### config.mk
export PLATFORM = sky130hd
export DESIGN_NAME = sik_cache_flat
export DESIGN_NICKNAME = d
export VERILOG_FILES = /design/src/rtl/sik_pkg.sv /design/src/rtl/sik_cache_if.sv /design/src/rtl/sik_cache_array.sv /design/src/rtl/sik_cache.sv /design/src/flat_wrapper.sv
export SDC_FILE = /design/constraint.sdc
export NUM_CORES = 1
export LEC_CHECK = 0
export CELL_PAD_IN_SITES_DETAIL_PLACEMENT = 1
export CELL_PAD_IN_SITES_GLOBAL_PLACEMENT = 1
export CORE_MARGIN = 2
export CORE_UTILIZATION = 29
export CTS_CLUSTER_DIAMETER = 80
export DETAILED_ROUTE_END_ITERATION = 6
export PLACE_DENSITY_LB_ADDON = 0.1
export SETUP_SLACK_MARGIN = 0.3
export SYNTH_ARGS = -nofsm -noshare
export SYNTH_HDL_FRONTEND = slang
export SYNTH_SLANG_ARGS = --single-unit
### constraint.sdc
create_clock -name clk -period 5.9 [get_ports clk]
set_input_delay 0.59 -clock clk [delete_from_list [all_inputs] [get_ports clk]]
set_output_delay 0.59 -clock clk [all_outputs]
set_load 0.005 [all_outputs]
### src/rtl/sik_pkg.sv
// sik_pkg: shared types, defaults and address helpers for the sik cache
package sik_pkg;
    typedef enum logic [1:0] {IDLE = 2'd0, WAIT = 2'd1, RESP = 2'd2} state_t;
    localparam int DEF_DATA_W = 16;
    localparam int DEF_ADDR_W = 16;
    localparam int MEMDELAY = 4;
    function automatic logic [63:0] idx_of(input logic [63:0] a, input int iw);
        return a & ((64'd1 << iw) - 64'd1);
    endfunction
    function automatic logic [63:0] tag_of(input logic [63:0] a, input int iw);
        return a >> iw;
    endfunction
endpackage

### src/rtl/sik_cache_if.sv
// sik_cache_if: processor-side and slowmem-side signals of the cache
interface sik_cache_if import sik_pkg::*; #(
    parameter int DATA_W = DEF_DATA_W,
    parameter int ADDR_W = DEF_ADDR_W
);
    logic              cpu_req;
    logic              cpu_we;
    logic [ADDR_W-1:0] cpu_addr;
    logic [DATA_W-1:0] cpu_wdata;
    logic              cpu_ack;
    logic [DATA_W-1:0] cpu_rdata;
    logic              cache_flush;
    logic              mem_strobe;
    logic              mem_rnotw;
    logic [ADDR_W-1:0] mem_addr;
    logic [DATA_W-1:0] mem_wdata;
    logic              mem_mfc;
    logic [DATA_W-1:0] mem_rdata;
    modport slave (
        input  cpu_req, cpu_we, cpu_addr, cpu_wdata, cache_flush, mem_mfc, mem_rdata,
        output cpu_ack, cpu_rdata, mem_strobe, mem_rnotw, mem_addr, mem_wdata
    );
    modport master (
        output cpu_req, cpu_we, cpu_addr, cpu_wdata, cache_flush, mem_mfc, mem_rdata,
        input  cpu_ack, cpu_rdata, mem_strobe, mem_rnotw, mem_addr, mem_wdata
    );
endinterface

### src/rtl/sik_cache_array.sv
// sik_cache_array: direct-mapped valid/tag/data storage, async read, one write port
module sik_cache_array #(
    parameter int INDEX_W = 3,
    parameter int TAG_W   = 13,
    parameter int DATA_W  = 16
) (
    input  logic               clk,
    input  logic               reset,
    input  logic               i_clr,
    input  logic [INDEX_W-1:0] i_rd_idx,
    output logic               o_rd_valid,
    output logic [TAG_W-1:0]   o_rd_tag,
    output logic [DATA_W-1:0]  o_rd_data,
    input  logic               i_we,
    input  logic [INDEX_W-1:0] i_wr_idx,
    input  logic [TAG_W-1:0]   i_wr_tag,
    input  logic [DATA_W-1:0]  i_wr_data
);
    localparam int LINES = 1 << INDEX_W;
    logic [LINES-1:0]  r_valid;
    logic [TAG_W-1:0]  r_tag  [LINES];
    logic [DATA_W-1:0] r_data [LINES];
    // valid bits: cleared by reset or flush, set by any line write
    always_ff @(posedge clk or negedge reset) begin
        if (!reset) r_valid <= '0;
        else if (i_clr) r_valid <= '0;
        else if (i_we) r_valid[i_wr_idx] <= 1'b1;
    end
    // tag and data need no reset; they are meaningless while the line is invalid
    always_ff @(posedge clk) begin
        if (i_we) begin
            r_tag[i_wr_idx]  <= i_wr_tag;
            r_data[i_wr_idx] <= i_wr_data;
        end
    end
    assign o_rd_valid = r_valid[i_rd_idx];
    assign o_rd_tag   = r_tag[i_rd_idx];
    assign o_rd_data  = r_data[i_rd_idx];
endmodule

### src/rtl/sik_cache.sv
// sik_cache: direct-mapped write-through cache controller in front of slowmem
module sik_cache import sik_pkg::*; #(
    parameter int DATA_W  = DEF_DATA_W,
    parameter int ADDR_W  = DEF_ADDR_W,
    parameter int INDEX_W = 3,
    parameter int CNT_W   = 16
) (
    input  logic             clk,
    input  logic             reset,
    sik_cache_if.slave       bus,
    output logic [CNT_W-1:0] hit_count,
    output logic [CNT_W-1:0] miss_count
);
    localparam int TAG_W = ADDR_W - INDEX_W;
    state_t             r_state;
    logic               r_ack, r_strobe, r_rnotw;
    logic [DATA_W-1:0]  r_rdata, r_mwdata;
    logic [ADDR_W-1:0]  r_maddr;
    logic [INDEX_W-1:0] r_idx;
    logic [TAG_W-1:0]   r_tag;
    logic [CNT_W-1:0]   r_hit_cnt, r_miss_cnt;
    logic [INDEX_W-1:0] w_idx;
    logic [TAG_W-1:0]   w_tag, w_rd_tag;
    logic [DATA_W-1:0]  w_rd_data;
    logic               w_rd_valid, w_clr, w_take, w_hit, w_fill, w_we;
    assign w_idx  = INDEX_W'(idx_of(64'(bus.cpu_addr), INDEX_W));
    assign w_tag  = TAG_W'(tag_of(64'(bus.cpu_addr), INDEX_W));
    assign w_clr  = (r_state == IDLE) && bus.cache_flush;
    assign w_take = (r_state == IDLE) && !bus.cache_flush && bus.cpu_req;
    assign w_hit  = w_rd_valid && (w_rd_tag == w_tag);
    assign w_fill = (r_state == WAIT) && bus.mem_mfc;
    // stores update a resident line only; fills install the latched tag
    assign w_we   = (w_take && bus.cpu_we && w_hit) || w_fill;
    sik_cache_array #(.INDEX_W(INDEX_W), .TAG_W(TAG_W), .DATA_W(DATA_W)) u_array (
        .clk        (clk),
        .reset      (reset),
        .i_clr      (w_clr),
        .i_rd_idx   (w_idx),
        .o_rd_valid (w_rd_valid),
        .o_rd_tag   (w_rd_tag),
        .o_rd_data  (w_rd_data),
        .i_we       (w_we),
        .i_wr_idx   (w_fill ? r_idx : w_idx),
        .i_wr_tag   (w_fill ? r_tag : w_tag),
        .i_wr_data  (w_fill ? bus.mem_rdata : bus.cpu_wdata)
    );
    // request FSM, registered bus outputs and saturating read counters
    always_ff @(posedge clk or negedge reset) begin
        if (!reset) begin
            r_state    <= IDLE;
            r_ack      <= 1'b0;
            r_rdata    <= '0;
            r_strobe   <= 1'b0;
            r_rnotw    <= 1'b1;
            r_maddr    <= '0;
            r_mwdata   <= '0;
            r_idx      <= '0;
            r_tag      <= '0;
            r_hit_cnt  <= '0;
            r_miss_cnt <= '0;
        end else begin
            r_ack    <= 1'b0;
            r_strobe <= 1'b0;
            case (r_state)
                IDLE: if (w_take) begin
                    if (bus.cpu_we) begin
                        r_strobe <= 1'b1;
                        r_rnotw  <= 1'b0;
                        r_maddr  <= bus.cpu_addr;
                        r_mwdata <= bus.cpu_wdata;
                        r_ack    <= 1'b1;
                        r_state  <= RESP;
                    end else if (w_hit) begin
                        r_rdata <= w_rd_data;
                        r_ack   <= 1'b1;
                        if (~&r_hit_cnt) r_hit_cnt <= r_hit_cnt + CNT_W'(1);
                        r_state <= RESP;
                    end else begin
                        r_strobe <= 1'b1;
                        r_rnotw  <= 1'b1;
                        r_maddr  <= bus.cpu_addr;
                        r_idx    <= w_idx;
                        r_tag    <= w_tag;
                        if (~&r_miss_cnt) r_miss_cnt <= r_miss_cnt + CNT_W'(1);
                        r_state  <= WAIT;
                    end
                end
                WAIT: if (bus.mem_mfc) begin
                    r_rdata <= bus.mem_rdata;
                    r_ack   <= 1'b1;
                    r_state <= RESP;
                end
                default: r_state <= IDLE;
            endcase
        end
    end
    assign bus.cpu_ack    = r_ack;
    assign bus.cpu_rdata  = r_rdata;
    assign bus.mem_strobe = r_strobe;
    assign bus.mem_rnotw  = r_rnotw;
    assign bus.mem_addr   = r_maddr;
    assign bus.mem_wdata  = r_mwdata;
    assign hit_count      = r_hit_cnt;
    assign miss_count     = r_miss_cnt;
endmodule
### src/flat_wrapper.sv
// flat-port wrapper written by rule: the top's interface ports become plain ports
module sik_cache_flat import sik_pkg::*;
#(
    parameter int DATA_W  = DEF_DATA_W,
    parameter int ADDR_W  = DEF_ADDR_W,
    parameter int INDEX_W = 3,
    parameter int CNT_W   = 16
)
  (clk, reset, hit_count, miss_count, bus_cpu_req, bus_cpu_we, bus_cpu_addr, bus_cpu_wdata, bus_cache_flush, bus_mem_mfc, bus_mem_rdata, bus_cpu_ack, bus_cpu_rdata, bus_mem_strobe, bus_mem_rnotw, bus_mem_addr, bus_mem_wdata);
  sik_cache_if #(.DATA_W(DATA_W), .ADDR_W(ADDR_W)) bus_i ();
  input  logic clk;
  input  logic reset;
  output logic [CNT_W-1:0] hit_count;
  output logic [CNT_W-1:0] miss_count;
  input wire logic [$bits(bus_i.cpu_req)-1:0] bus_cpu_req;
  input wire logic [$bits(bus_i.cpu_we)-1:0] bus_cpu_we;
  input wire logic [$bits(bus_i.cpu_addr)-1:0] bus_cpu_addr;
  input wire logic [$bits(bus_i.cpu_wdata)-1:0] bus_cpu_wdata;
  input wire logic [$bits(bus_i.cache_flush)-1:0] bus_cache_flush;
  input wire logic [$bits(bus_i.mem_mfc)-1:0] bus_mem_mfc;
  input wire logic [$bits(bus_i.mem_rdata)-1:0] bus_mem_rdata;
  output wire logic [$bits(bus_i.cpu_ack)-1:0] bus_cpu_ack;
  output wire logic [$bits(bus_i.cpu_rdata)-1:0] bus_cpu_rdata;
  output wire logic [$bits(bus_i.mem_strobe)-1:0] bus_mem_strobe;
  output wire logic [$bits(bus_i.mem_rnotw)-1:0] bus_mem_rnotw;
  output wire logic [$bits(bus_i.mem_addr)-1:0] bus_mem_addr;
  output wire logic [$bits(bus_i.mem_wdata)-1:0] bus_mem_wdata;
  assign bus_i.cpu_req = bus_cpu_req;
  assign bus_i.cpu_we = bus_cpu_we;
  assign bus_i.cpu_addr = bus_cpu_addr;
  assign bus_i.cpu_wdata = bus_cpu_wdata;
  assign bus_i.cache_flush = bus_cache_flush;
  assign bus_i.mem_mfc = bus_mem_mfc;
  assign bus_i.mem_rdata = bus_mem_rdata;
  assign bus_cpu_ack = bus_i.cpu_ack;
  assign bus_cpu_rdata = bus_i.cpu_rdata;
  assign bus_mem_strobe = bus_i.mem_strobe;
  assign bus_mem_rnotw = bus_i.mem_rnotw;
  assign bus_mem_addr = bus_i.mem_addr;
  assign bus_mem_wdata = bus_i.mem_wdata;
  sik_cache #(.DATA_W(DATA_W), .ADDR_W(ADDR_W), .INDEX_W(INDEX_W), .CNT_W(CNT_W)) u_core (.clk(clk), .reset(reset), .bus(bus_i), .hit_count(hit_count), .miss_count(miss_count));
endmodule
# Yosys cells after proc, flatten, opt, wreduce, memory -nomap -nowiden
# Memories as Yosys holds them, arrays and structs flattened.
# Index checks and enable logic that the tools add are counted.
[word_totals] reg_bits=109 latch_bits=0 ram_bits=232 romBits=0 n_memories=2
[op_classes] add_sub_neg=2 mul=0 div_mod_pow=0 magnitude_cmp=3 eq_ne=7 n_shift=0 muxes=34 bitwise_logic=5 reduce_logical=22
[mem_list] name="u_core.u_array.r_data" depth=8 word_bits=16 read_ports=1 rd_clocked_by_memory_dff=0 wr=1 line_no="sik_cache_array.sv:22" rtl="logic [DATA_W-1:0] r_data [LINES];"
[mem_list] name="u_core.u_array.r_tag" depth=8 word_bits=13 read_ports=1 rd_clocked_by_memory_dff=0 wr=1 line_no="sik_cache_array.sv:21" rtl="logic [TAG_W-1:0] r_tag [LINES];"
[ops] operator="16-bit two-way mux" n=7
[ops] operator="16-bit by 1-bit adder with 16-bit output (second input constant)" n=2
[ops] operator="16-bit one-hot mux with 2 select lines" n=1
[ops] operator="16-bit AND reduction" n=2
[ops] operator="8-bit two-way mux" n=2
[ops] operator="5-bit AND reduction" n=3
[ops] operator="1-bit two-way mux" n=14
[ops] operator="13-bit equality test" n=1
[ops] operator="13-bit two-way mux" n=1
[ops] operator="1-bit logical AND" n=8
[ops] operator="3-bit by 4-bit < comparator with 1-bit output (second input constant)" n=2
[ops] operator="2-bit two-way mux" n=4
[ops] operator="8-bit bitwise OR" n=1
[ops] operator="2-bit != test (second input constant)" n=3
[ops] operator="3-bit AND reduction" n=2
[ops] operator="2-bit by 1-bit != test with 1-bit output (second input constant)" n=2
[ops] operator="1-bit inverter" n=4
[ops] operator="2-bit one-hot mux with 2 select lines" n=1
[ops] operator="4-bit AND reduction" n=1
[ops] operator="2-bit nonzero test" n=2
[ops] operator="1-bit binary-select mux with 3-bit select" n=1
[ops] operator="1-bit demux with 3-bit select" n=1
[ops] operator="3-bit by 1-bit greater-or-equal comparator with 1-bit output (second input constant)" n=1
[ops] operator="3-bit two-way mux" n=1
[ops] operator="other kinds (6)" n=6

# Depth between registers and ports, before layout
# Gate-level depths: netlist of run 1.
[logic_depth] depth_word=10 ltp_mapped=14 mapped_depth_nobuf=9

# Hierarchy
# Synthesis of run 1 repeated with hierarchy kept, for this count alone.
[unflattened] hier_cells=773 hier_area_um2=14149.8
[modules_own_cells] mod="sik_cache_array" n_inst=1 cells_each=381 area_each_um2=9382.7 seq_area_each_um2=7166.9
[modules_own_cells] mod="sik_cache" n_inst=1 cells_each=392 area_each_um2=4767.1 seq_area_each_um2=2528.7

# Least setup slack after synthesis of run 1
# OpenSTA, ideal clock, no wires.
[synth_path] path_type="input port to flip-flop" from="in bus_cpu_addr[0]" to="mem u_core.u_array.r_data[0][0] (enable)" setup_ps=455 t_arrival_ps=5163 required_ps=5445 path_slack_ps=282 cell_stages=9 path_cell_list="buf_6 mux4_2 mux2i_4 xor2_1 nand4b_1 or4b_1 or4_4 or3_1 o21ai_0"
[synth_via] elab_chain_len=7 elab_cells_between_ends=10 classes_between="eq/ne: 1; mux: 5; reduce/logical: 3; memory: 1"
[synth_rtl] item="start: declaration" line_no="flat_wrapper.sv:17" rtl="input wire logic [$bits(bus_i.cpu_addr)-1:0] bus_cpu_addr;"
[synth_rtl] item="memory read 8 x 13 bit or 1-bit binary-select mux with 3-bit select (tied branches)"
[synth_rtl] item="13-bit equality test or 1-bit two-way mux (tied branches)" line_no="sik_cache.sv:30, sik_cache_array.sv:36"
[synth_rtl] item="1-bit logical AND" line_no="sik_cache.sv:30" rtl="assign w_hit = w_rd_valid && (w_rd_tag == w_tag);"
[synth_rtl] item="1-bit logical AND" line_no="sik_cache.sv:33" rtl="assign w_we = (w_take && bus.cpu_we && w_hit) || w_fill;"
[synth_rtl] item="1-bit logical OR" line_no="sik_cache.sv:33"
[synth_rtl] item="1-bit two-way mux" line_no="sik_cache_array.sv:31" rtl="if (i_we) begin"
[synth_rtl] item="1-bit two-way mux (not written as such)" line_no="sik_cache_array.sv:33" rtl="r_data[i_wr_idx] <= i_wr_data;"
[synth_rtl] item="end: declaration" line_no="sik_cache_array.sv:22"
# Parallel ways exist; a longest one is shown, timed or not. The select of a mux whose other input is x is not followed.

# Final worst setup path of run 1
[layout_path] from="in bus_cpu_addr[1]" to="mem u_core.u_array.r_tag[6][9] (enable)"
[layout_via] elab_chain_len=7 elab_cells_between_ends=10 classes_between="eq/ne: 1; mux: 5; reduce/logical: 3; memory: 1"
[layout_rtl] item="memory read 8 x 13 bit or 1-bit binary-select mux with 3-bit select (tied branches)"
[layout_rtl] item="13-bit equality test or 1-bit two-way mux (tied branches)" line_no="sik_cache.sv:30, sik_cache_array.sv:36"
[layout_rtl] item="1-bit logical AND" line_no="sik_cache.sv:30"
[layout_rtl] item="1-bit logical AND" line_no="sik_cache.sv:33"
[layout_rtl] item="1-bit logical OR" line_no="sik_cache.sv:33"
[layout_rtl] item="1-bit two-way mux" line_no="sik_cache_array.sv:31"
[layout_rtl] item="1-bit two-way mux (not written as such)" line_no="sik_cache_array.sv:32" rtl="r_tag[i_wr_idx] <= i_wr_tag;"
[layout_rtl] item="end: declaration" line_no="sik_cache_array.sv:21"
# Parallel ways exist; a longest one is shown, timed or not. The select of a mux whose other input is x is not followed.

==> metrics, run 1 <==
drt initial violations 510; power per cell area between 300 and 400 mW/mm²; Switch Pwr ~1.4 mW; f_max between 200 and 250 MHz; top post-synthesis cells by count edfxtp_1, nand2_1, dfrtp_1, mux2_2, mux4_2; Syn Std Cell Area ~0.014 mm²; simple-gate share of the synthesized area around 7.9%; XOR/XNOR Fraction of Synth Area 2.28%; effective utilization at floorplan ~29%; Final min period 4330 ps; reg2reg setup slack roughly 2000 ps; setup violators final 0; async set or reset register ratio after synthesis 32.0%; status complete, no violations; main combinational cell family by area after synthesis multiplexers; RD Place Congestion just over 0.7; critical path class input port to flip-flop; Final Cycle Share 73.4%; top cell type's share of synthesized area around half; Hold-fix buffers, CTS 0; pin count of the biggest net entering global routing between 60 and 70; Hold Violations, Final 0; via count a little over 8000; most used routing layer in global routing met2; max-cap violations 0; Via density between 4 and 5; TritonCTS sink count between 300 and 400; Worst-path clk slew 60 ps; Die Width between 200 and 250 µm; clock share of power between 40% and 50%; synth unique cells 51; worst-path maximum fanout 23; leakage power roughly 6.6 nW; Setup Buffers After CTS 0; TritonCTS buffer count 40; worst-margin pin slew just over 900 ps; Final #Nets 1118; RSZ-0062 raised after global routing false; cell with the most instances after synthesis edfxtp_1; Routed WL per cell about 22 µm; I/O Pins between 100 and 150; Min Hold Slack between 50 and 60 ps; H-tree depth 2; root buf cell clkbuf_16; Logic pwr share 12.9%; mux share of post-synthesis cell area 17.0%; Die Ht 225 µm; Die Area a little over 0.05 mm²; Routed WL between 30 and 40 mm; peak supply drop roughly 0.00017 V; GR Overflow Total 0; Fin Clk Skew approximately 14 ps; post-DP HPWL 24.5 mm; share of layout cells above drive strength 1 a little over a fifth; CP endpoint kind flip-flop; cts repair resizes 0; FILL cells between 4000 and 5000; Mapped Nets between 900 and 1000; dominant cells by area after synthesis edfxtp_1, dfrtp_1, mux4_2, mux2_2, nand2_1; core area approximately 0.049 mm²; cell row count slightly above 80; clk_lat worst skew about 550 ps; n_diodes 0; Max Slew Vio Count 0; compound-gate portion of the synthesized area 2.41%; Worst EP required about 6100 ps; CP arrival 4530 ps; sw frac 23.0%; 1st-pass router iterations 4; global-route wire length before repair 56.9 mm; clk buf depth 3; post-route antenna net violation count 0; M3 GR Usage around 2.4%; Synth Flop Type edfxtp_1; Total GRT Usage ~15%; Synth Instances roughly 890; Area growth syn-to-layout 25.3%; Post-Route Setup TNS 0 ps; largest area contributor in the netlist edfxtp_1; vias in the first global route 8623; met2 usage a little under a quarter; number of synthesized flops with an enable pin roughly 230; cell-internal power between 4 and 5 mW; Ys Warns 0; initial antenna violation count 0; average size of a mapped cell between 15 and 20 µm²; number of remaining DRC errors 0; met1 Use GR between 20% and 30%; CTS tree done; Rel. slew slack 37.7%; FF+latch count, synth 341; class of the worst hold path input port to async pin; Seq pwr share between 40% and 50%; sequential area share after synthesis between 60% and 70%; Port Buf Inserts 136; startpoint types input port; Adder-Cell Fraction of Synth Area less than 1%
## kinds of logic after synthesis
| group | count (synthesis) |
|---|---|
| DFF | 341 |
| AOI/OAI and AO/OA | 56 |
| muxes | 163 |
| buffers and inverters | 54 |
| xor gates and xnor gates | 37 |
| adders and majority gates | 2 |
| and+or+nand+nor | 238 |
## cell usage in the layout, fill, tap and decap left out, types with 3 or more instances in the layout
cell / count
a21boi_0: 8
a22o_1: 3
buf_4: 34
bufinv_16: 5
clkbuf_1: 8
clkbuf_16: 42
clkbuf_8: 7
clkdlybuf4s50_1: 133
clkinv_1: 5
clkinv_2: 3
dfrtp_1: 108
edfxtp_1: 232
inv_1: 14
mux2_2: 59
mux2_4: 19
mux2i_1: 36
mux4_2: 48
nand2_1: 129
nand2b_1: 8
nand3_1: 19
nand3b_1: 4
nand4_1: 9
nand4b_1: 3
nor2_1: 15
nor2b_1: 4
nor3_1: 14
nor4_1: 9
o21ai_0: 21
o21ai_2: 8
o22ai_1: 5
or3_1: 8
xnor2_1: 10
xor2_1: 27
## final timing paths
check | to | from | cells past startpoint
max reg2reg | u_core.u_array.r_tag[6][9] | u_core.u_array.r_tag[3][12] | 9
min | u_core.bus.cpu_rdata[5] | reset | 1
min reg2reg | u_core.miss_count[6] | u_core.miss_count[6] | 1
max in group asynchronous | u_core.u_array.r_valid[3] | reset | 2
min in group clk | u_core.miss_count[6] | u_core.miss_count[6] | 1
max | u_core.u_array.r_tag[6][9] | bus_cpu_addr[1] | 10
## layout make-up
class                   instances  area, µm²  area share (%)
clock buffers                  57       1180            6.62
clock inverters                15        208            1.17
well taps                     622        778            4.38
multi-input cells             496       4270            24.0
inverters                      14       52.6           0.296
flip-flops and latches        341       9700            54.5
repair buffers                169       1600            9.01
## flip-flops by register name, summed over array words and instances (netlist names)
register	flops
u_core.bus.mem_wdata	16
u_core.bus.mem_strobe	1
u_core.hit_count	16
u_core.r_state	2
u_core.u_array.r_data	128
u_core.bus.mem_rnotw	1
u_core.u_array.r_tag	104
u_core.bus.mem_addr	16
u_core.bus.cpu_ack	1
u_core.miss_count	16
u_core.u_array.r_valid	8
u_core.bus.cpu_rdata	16
u_core.r_idx	3
u_core.r_tag	13
## through the flow
step / util (%) / area (µm²) / power, mW / instances / worst slack (ps)
finish: 36.5 / 17800 / 6.29 / 1714 / 1570
global route: 36.5 / 17800 / 6.56 / 1714 / 1410
CTS: 36.5 / 17800 / 6.40 / 1714 / 1560
detailed placement: 33.7 / 16400 / 3.76 / 1642 / 968
global placement: 33.7 / 16400 / 3.75 / 1642 / 1040
floorplan: - / 14200 / 3.28 / 891 / 282
## power by group through the flow
stage,Combinational (mW),Sequential [mW],Clock (mW)
CTS,0.836,2.88,2.68
detailed placement,0.832,2.93,0
floorplan,0.367,2.91,0
global placement,0.823,2.93,0
global route,0.885,2.91,2.76
finish,0.813,2.88,2.60
## critical path: stages
cell             delay, ps
clkdlybuf4s50_1        680
buf_4                  390
mux2_2                 380
o211ai_1               190
xor2_1                 180
or4b_1                 440
or4_4                  600
or3_1                  480
o21ai_2                190
buf_4                  400
## layer usage
metal  part of all wire (%)  wire length (µm)
met1                     48             18200
met2                     45             17100
met3                    4.4              1670
met4                    1.8               666
met5                      0                 0
No activity file was read; power rests on OpenSTA's default activity.
==> run 2, diff against run 1 <==
Clock period 5.9 ns to 3.53 ns, I/O delays scaled along.
==> run 2 against run 1 <==
Compared with the run above:
- the flow now finishes with violations (setup timing)
- register-to-register slack worse by 2000 ps
- design area up 8.1%
- first-iteration DRC count rose by 7.8%
- critical path type is now flip-flop to flip-flop
- critical endpoint is now u_core.u_array.r_tag[7][11]
- largest cell class unchanged
- largest power group unchanged
- highest routed layer unchanged
==> metrics, run 2 (synthesized netlist as in run 1, its figures left out) <==
Total GRT Usage approximately 16%; commonest non-fill, non-tap cell in the layout edfxtp_1; cell row count a little over 80; Hold Violations, Final 0; initial antenna violation count 0; Max Slew Vio Count 0; sw frac between 20% and 30%; status complete, but fails checks; CP Capture Point u_core.u_array.r_tag[7][11]; Die Width ~230 µm; Routed WL per cell around 22 µm; Logic pwr share between 10 and 15%; fin util about two fifths; effective utilization at floorplan 29.2%; power per cell area ~540 mW/mm²; Switch Pwr 2.48 mW; Port Buf Inserts around 140; vias in the first global route between 9000 and 10000; peak supply drop ~0.00031 V; reg2reg setup slack -40 ps; Fin Clk Skew roughly 15 ps; Final min period approximately 3600 ps; startpoint types flip-flop; max reg flops around 130; TritonCTS buffer count 42; commonest cells after routing, fill and taps aside edfxtp_1, clkdlybuf4s50_1, nand2_1; Die Area a little over 0.05 mm²; leakage power roughly 7.3 nW; drt initial violations between 500 and 600; core area slightly below 0.05 mm²; Via density between 4 and 5; RD Place Congestion 0.717; max-cap violations 0; Worst EP required between 3000 and 4000 ps; Final #Nets between 1000 and 1500; clock share of power 39.3%; worst-margin pin slew 740 ps; failing checks setup timing; CTS tree done; Final Cycle Share 101%; most flop-heavy register u_core.u_array.r_data; worst-path maximum fanout 10; class of the worst hold path input port to async pin; clk_lat worst skew 560 ps; cell-internal power between 7 and 8 mW; FF-to-FF End u_core.u_array.r_tag[7][11]; Worst-path clk slew roughly 60 ps; setup violators final ~100; number of remaining DRC errors 0; clk buf depth 3; Rel. slew slack 50.7%; post-DP HPWL around 25 mm; final worst slack -43.3 ps; global-route wire length before repair about 60 mm; DP Cell Count approximately 1700; GR Overflow Total 0; reg2reg start u_core.u_array.r_tag[3][12]; DP Worst Slack -542 ps; Non-Filler Instances approximately 1800; H-tree depth 2; Seq pwr share between 40% and 50%; 1st-pass router iterations 4; cells on worst reg2reg path 10; Routed WL between 30 and 40 mm; TritonCTS sink count approximately 340; share of layout cells above drive strength 1 between 20 and 30%; pin count of the biggest net entering global routing a little over 70; via count about 8500; f_max around 280 MHz; critical path class flip-flop to flip-flop; largest registers u_core.u_array.r_data x128, u_core.u_array.r_tag x104; Worst Setup SP u_core.u_array.r_tag[3][12]; RSZ-0062 raised after global routing true; I/O Pins around 140; CP endpoint kind flip-flop; Die Ht between 200 and 250 µm; n_diodes 0; root buf cell clkbuf_16; CP arrival between 3000 and 4000 ps; post-route antenna net violation count 0; Area growth syn-to-layout 35.4%
-- run 2: worst min path at each step --
stage / from / end / slack (ps) / cells past startpoint
after floorplan: reset / u_core.bus.cpu_ack / 60 / 0
after global placement: reset / u_core.bus.mem_wdata[2] / 460 / 1
after detailed placement: reset / u_core.bus.mem_wdata[2] / 440 / 1
after CTS: reset / u_core.bus.mem_wdata[2] / 410 / 2
after global routing: bus_cpu_wdata[5] / u_core.bus.mem_wdata[5] / 430 / 2
final: reset / u_core.bus.mem_wdata[2] / 400 / 2
-- run 2: routing by layer --
layer | vias to the layer above | track usage (%) | wire length [µm]
li1 | 3889 | - | -
met1 | 4381 | 22.6 | 19200
met2 | 180 | 24.2 | 18100
met3 | 44 | 2.53 | 1730
met4 | 0 | 4.55 | 664
met5 | - | 0 | 0
-- run 2: metrics by stage --
stage / hold WS, ps / total power, mW / area (µm²) / TNS [ps]
after detailed placement: 444 / 6.37 / 17200 / -146280
after global placement: 456 / 6.35 / 17200 / -143790
after CTS: 414 / 10.6 / 18800 / -7430
final: 395 / 10.4 / 19200 / -2390
after floorplan: 57.4 / 5.49 / 14300 / -44570
after global routing: 434 / 10.9 / 19200 / -27090
-- run 2: worst max-delay path, stage by stage, from the launching register on --
cell,delay [ps]
edfxtp_1,370
mux4_2,510
mux2i_4,180
xor2_1,160
nand4b_1,90
or4b_1,480
or4_4,540
or3_4,460
o21ai_4,160
buf_12,150
clkbuf_16,180
-- run 2: power by group through the flow --
stage / Sequential (mW) / Clock, mW / Combinational (mW)
floorplan: 4.87 / 0 / 0.620
global placement: 4.89 / 0 / 1.46
detailed placement: 4.90 / 0 / 1.47
CTS: 4.82 / 4.24 / 1.51
global route: 4.86 / 4.40 / 1.63
finish: 4.82 / 4.09 / 1.50
-- run 2: timing repair --
action                                 CTS  global route
setup endpoints to repair              309           301
cloned                                   6             7
hold buffers                             1             0
endpoints found under the hold margin   69             0
resized for setup                       14            25
pin swaps                                4             5
setup buffers                            8            10
-- run 2: area by class of cell --
class | instances | area [µm²]
Clock buffer | 52 | 1120
Clock inverter | 24 | 181
Inverter | 14 | 52.6
Timing Repair Buffer | 257 | 2950
Multi-Input combinational cell | 496 | 4440
Sequential cell | 341 | 9700
Fill cell | 4881 | 29400
Tap cell | 622 | 778
==> run 3, diff against run 2 <==
Settings changed: CORE_MARGIN 2 to 5, DONT_BUFFER_PORTS from default to 1.
==> run 3 against run 2 <==
Compared with the run above:
- the run now ends clean
- combinational power fell by 42%
- clock skew rose by 1.0 ps
- sequential share of layout area rose by 4.4 points
- critical path depth stayed put
- power down 2.1%
- hold slack got worse by 350 ps
- via count shrank 7.3%
- largest cell class unchanged
==> metrics, run 3 (synthesized netlist as in run 1, its figures left out) <==
share of layout cells above drive strength 1 a little over a quarter; H-tree depth 2; Area growth syn-to-layout 24.5%; commonest non-fill, non-tap cell in the layout edfxtp_1; Port Buf Inserts 0; drt initial violations 399; n_diodes 0; Worst path slowest cell mux4_2; number of remaining DRC errors 0; CP arrival 3750 ps; clk buf depth 3; Max Slew Vio Count 0; f_max 287 MHz; GR Overflow Total 0; leakage power around 6.5 nW; max reg flops ~130; RD Place Congestion about 0.7; post-route antenna net violation count 0; TritonCTS sink count between 300 and 400; initial antenna violation count 1; reg2reg setup slack ~48 ps; Final min period approximately 3500 ps; Rel. slew slack between 50% and 60%; 1st-pass router iterations 4; Routed WL approximately 40 mm; RSZ-0062 raised after global routing true; status complete, no violations; Total GRT Usage 14.7%; DP Cell Count approximately 1500; crit-path max cell delay about 500 ps; class of the worst hold path input port to flip-flop; clk_lat worst skew about 560 ps; Final Cycle Share 98.7%; peak supply drop 0.000271 V; reg2reg start u_core.u_array.r_tag[7][12]; Fin Clk Skew 16.5 ps; CP endpoint kind flip-flop; cells on worst reg2reg path 10; Worst EP required 3800 ps; Routed WL per cell 24.2 µm; pin count of the biggest net entering global routing between 100 and 150; core area between 0.04 and 0.05 mm²; Hold Violations, Final 0; worst-margin pin slew slightly above 600 ps; worst-path maximum fanout 6; critical path, cell by cell mux4_2, mux2i_4, xor2_1, nand4b_1, or4b_1, or4_4, or3_4, o21ai_4, buf_12, clkbuf_16; FF-to-FF End u_core.u_array.r_tag[6][3]; CTS tree done; startpoint types flip-flop; hold path depth 3; critical path class flip-flop to flip-flop; Min-Delay Startpoint bus_mem_rdata[4]; Final #Nets 1047; Die Ht around 230 µm; root buf cell clkbuf_16; setup violators final 0; via count 7871; power per cell area 577 mW/mm²; Die Width ~230 µm; effective utilization at floorplan between 20% and 30%; TritonCTS buffer count 42; fin util between 30% and 40%; vias in the first global route between 8000 and 9000; Hold Path End u_core.bus.cpu_rdata[4]; cell row count a little over 80; Die Area approximately 0.053 mm²; I/O Pins roughly 140; most flop-heavy register u_core.u_array.r_data; Non-Filler Instances between 1500 and 2000; Via density approximately 4.8; post-DP HPWL 23.5 mm; largest registers u_core.u_array.r_data x128, u_core.u_array.r_tag x104; Worst-path clk slew about 60 ps; max-cap violations 0; global-route wire length before repair just under 60 mm; commonest cells after routing, fill and taps aside edfxtp_1, nand2_1, dfrtp_1
run 3: cell types whose count changed in the layout (fill, tap and decap cells not counted), sizes merged, moves of 2 or more:
cell           delta
buf              -59
bufbuf            -3
bufinv            +4
clkbuf            +2
clkdlybuf4s50   -132
clkinv            -9
clkinvlp          +2
dlygate4sd3      +34
inv               +2
run 3: stage by stage:
step / hold WS (ps) / total power [mW] / setup slack (ps) / setup TNS (ps) / area (µm²)
global route: 43.7 / 10.7 / -74.8 / -8030 / 17700
CTS: -71.5 / 10.4 / -14.2 / -164 / 17400
floorplan: 57.4 / 5.49 / -218 / -44570 / 14300
detailed placement: 61.5 / 5.75 / -89.7 / -9790 / 15400
global placement: 61.5 / 5.73 / -46.3 / -2070 / 15400
finish: 49.2 / 10.2 / 47.6 / 0 / 17700
run 3: what timing repair did:
item,4_1_cts,5_1_grt
endpoints found under the hold margin,160,2
setup buffers,8,3
endpoints found under the setup margin,264,288
hold buffers,35,1
resized for setup,15,9
pin swaps,6,5
gates cloned,5,7
run 3: worst max path at each step:
stage                     cells after the start                   startpoint                      endpoint
after floorplan                               9              bus_cpu_addr[0]   u_core.u_array.r_data[0][0]
after global placement                        9              bus_cpu_addr[0]    u_core.u_array.r_tag[2][2]
after detailed placement                      9              bus_cpu_addr[0]    u_core.u_array.r_tag[2][4]
after CTS                                    10  u_core.u_array.r_tag[7][12]    u_core.u_array.r_tag[4][1]
after global routing                         10  u_core.u_array.r_tag[3][12]  u_core.u_array.r_data[6][10]
final                                        10  u_core.u_array.r_tag[7][12]    u_core.u_array.r_tag[6][3]
run 3: routing by layer:
metal | track usage [%] | vias up | routed length [µm]
li1 | - | 3579 | -
met1 | 20.2 | 4089 | 17900
met2 | 23.6 | 150 | 18900
met3 | 3.09 | 53 | 2260
met4 | 4.22 | 0 | 809
met5 | 0 | - | 0
run 3: worst max-delay path, delay by kind of cell (launching register included):
kind | cells | cell delay, ps
AND/OR/NAND/NOR | 4 | 1470
flip-flops | 1 | 370
AO/OA/AOI/OAI | 1 | 190
multiplexers | 2 | 660
buffers and inverters | 2 | 340
XOR/XNOR | 1 | 160
run 3: final cells by class:
type	instances	area [µm²]
inverter	14	52.6
clock buffer	54	1140
sequential	341	9700
clock inverter	23	279
tap	622	778
multi-input combinational	496	4380
timing repair buffer	96	1350
fill	4879	31000
run 3: power breakdown:
group	total [mW]	switching [mW]	internal, mW
registers	4.88	0.259	4.62
clock network	4.45	1.72	2.72
logic	0.864	0.398	0.466
total	10.2	2.38	7.81
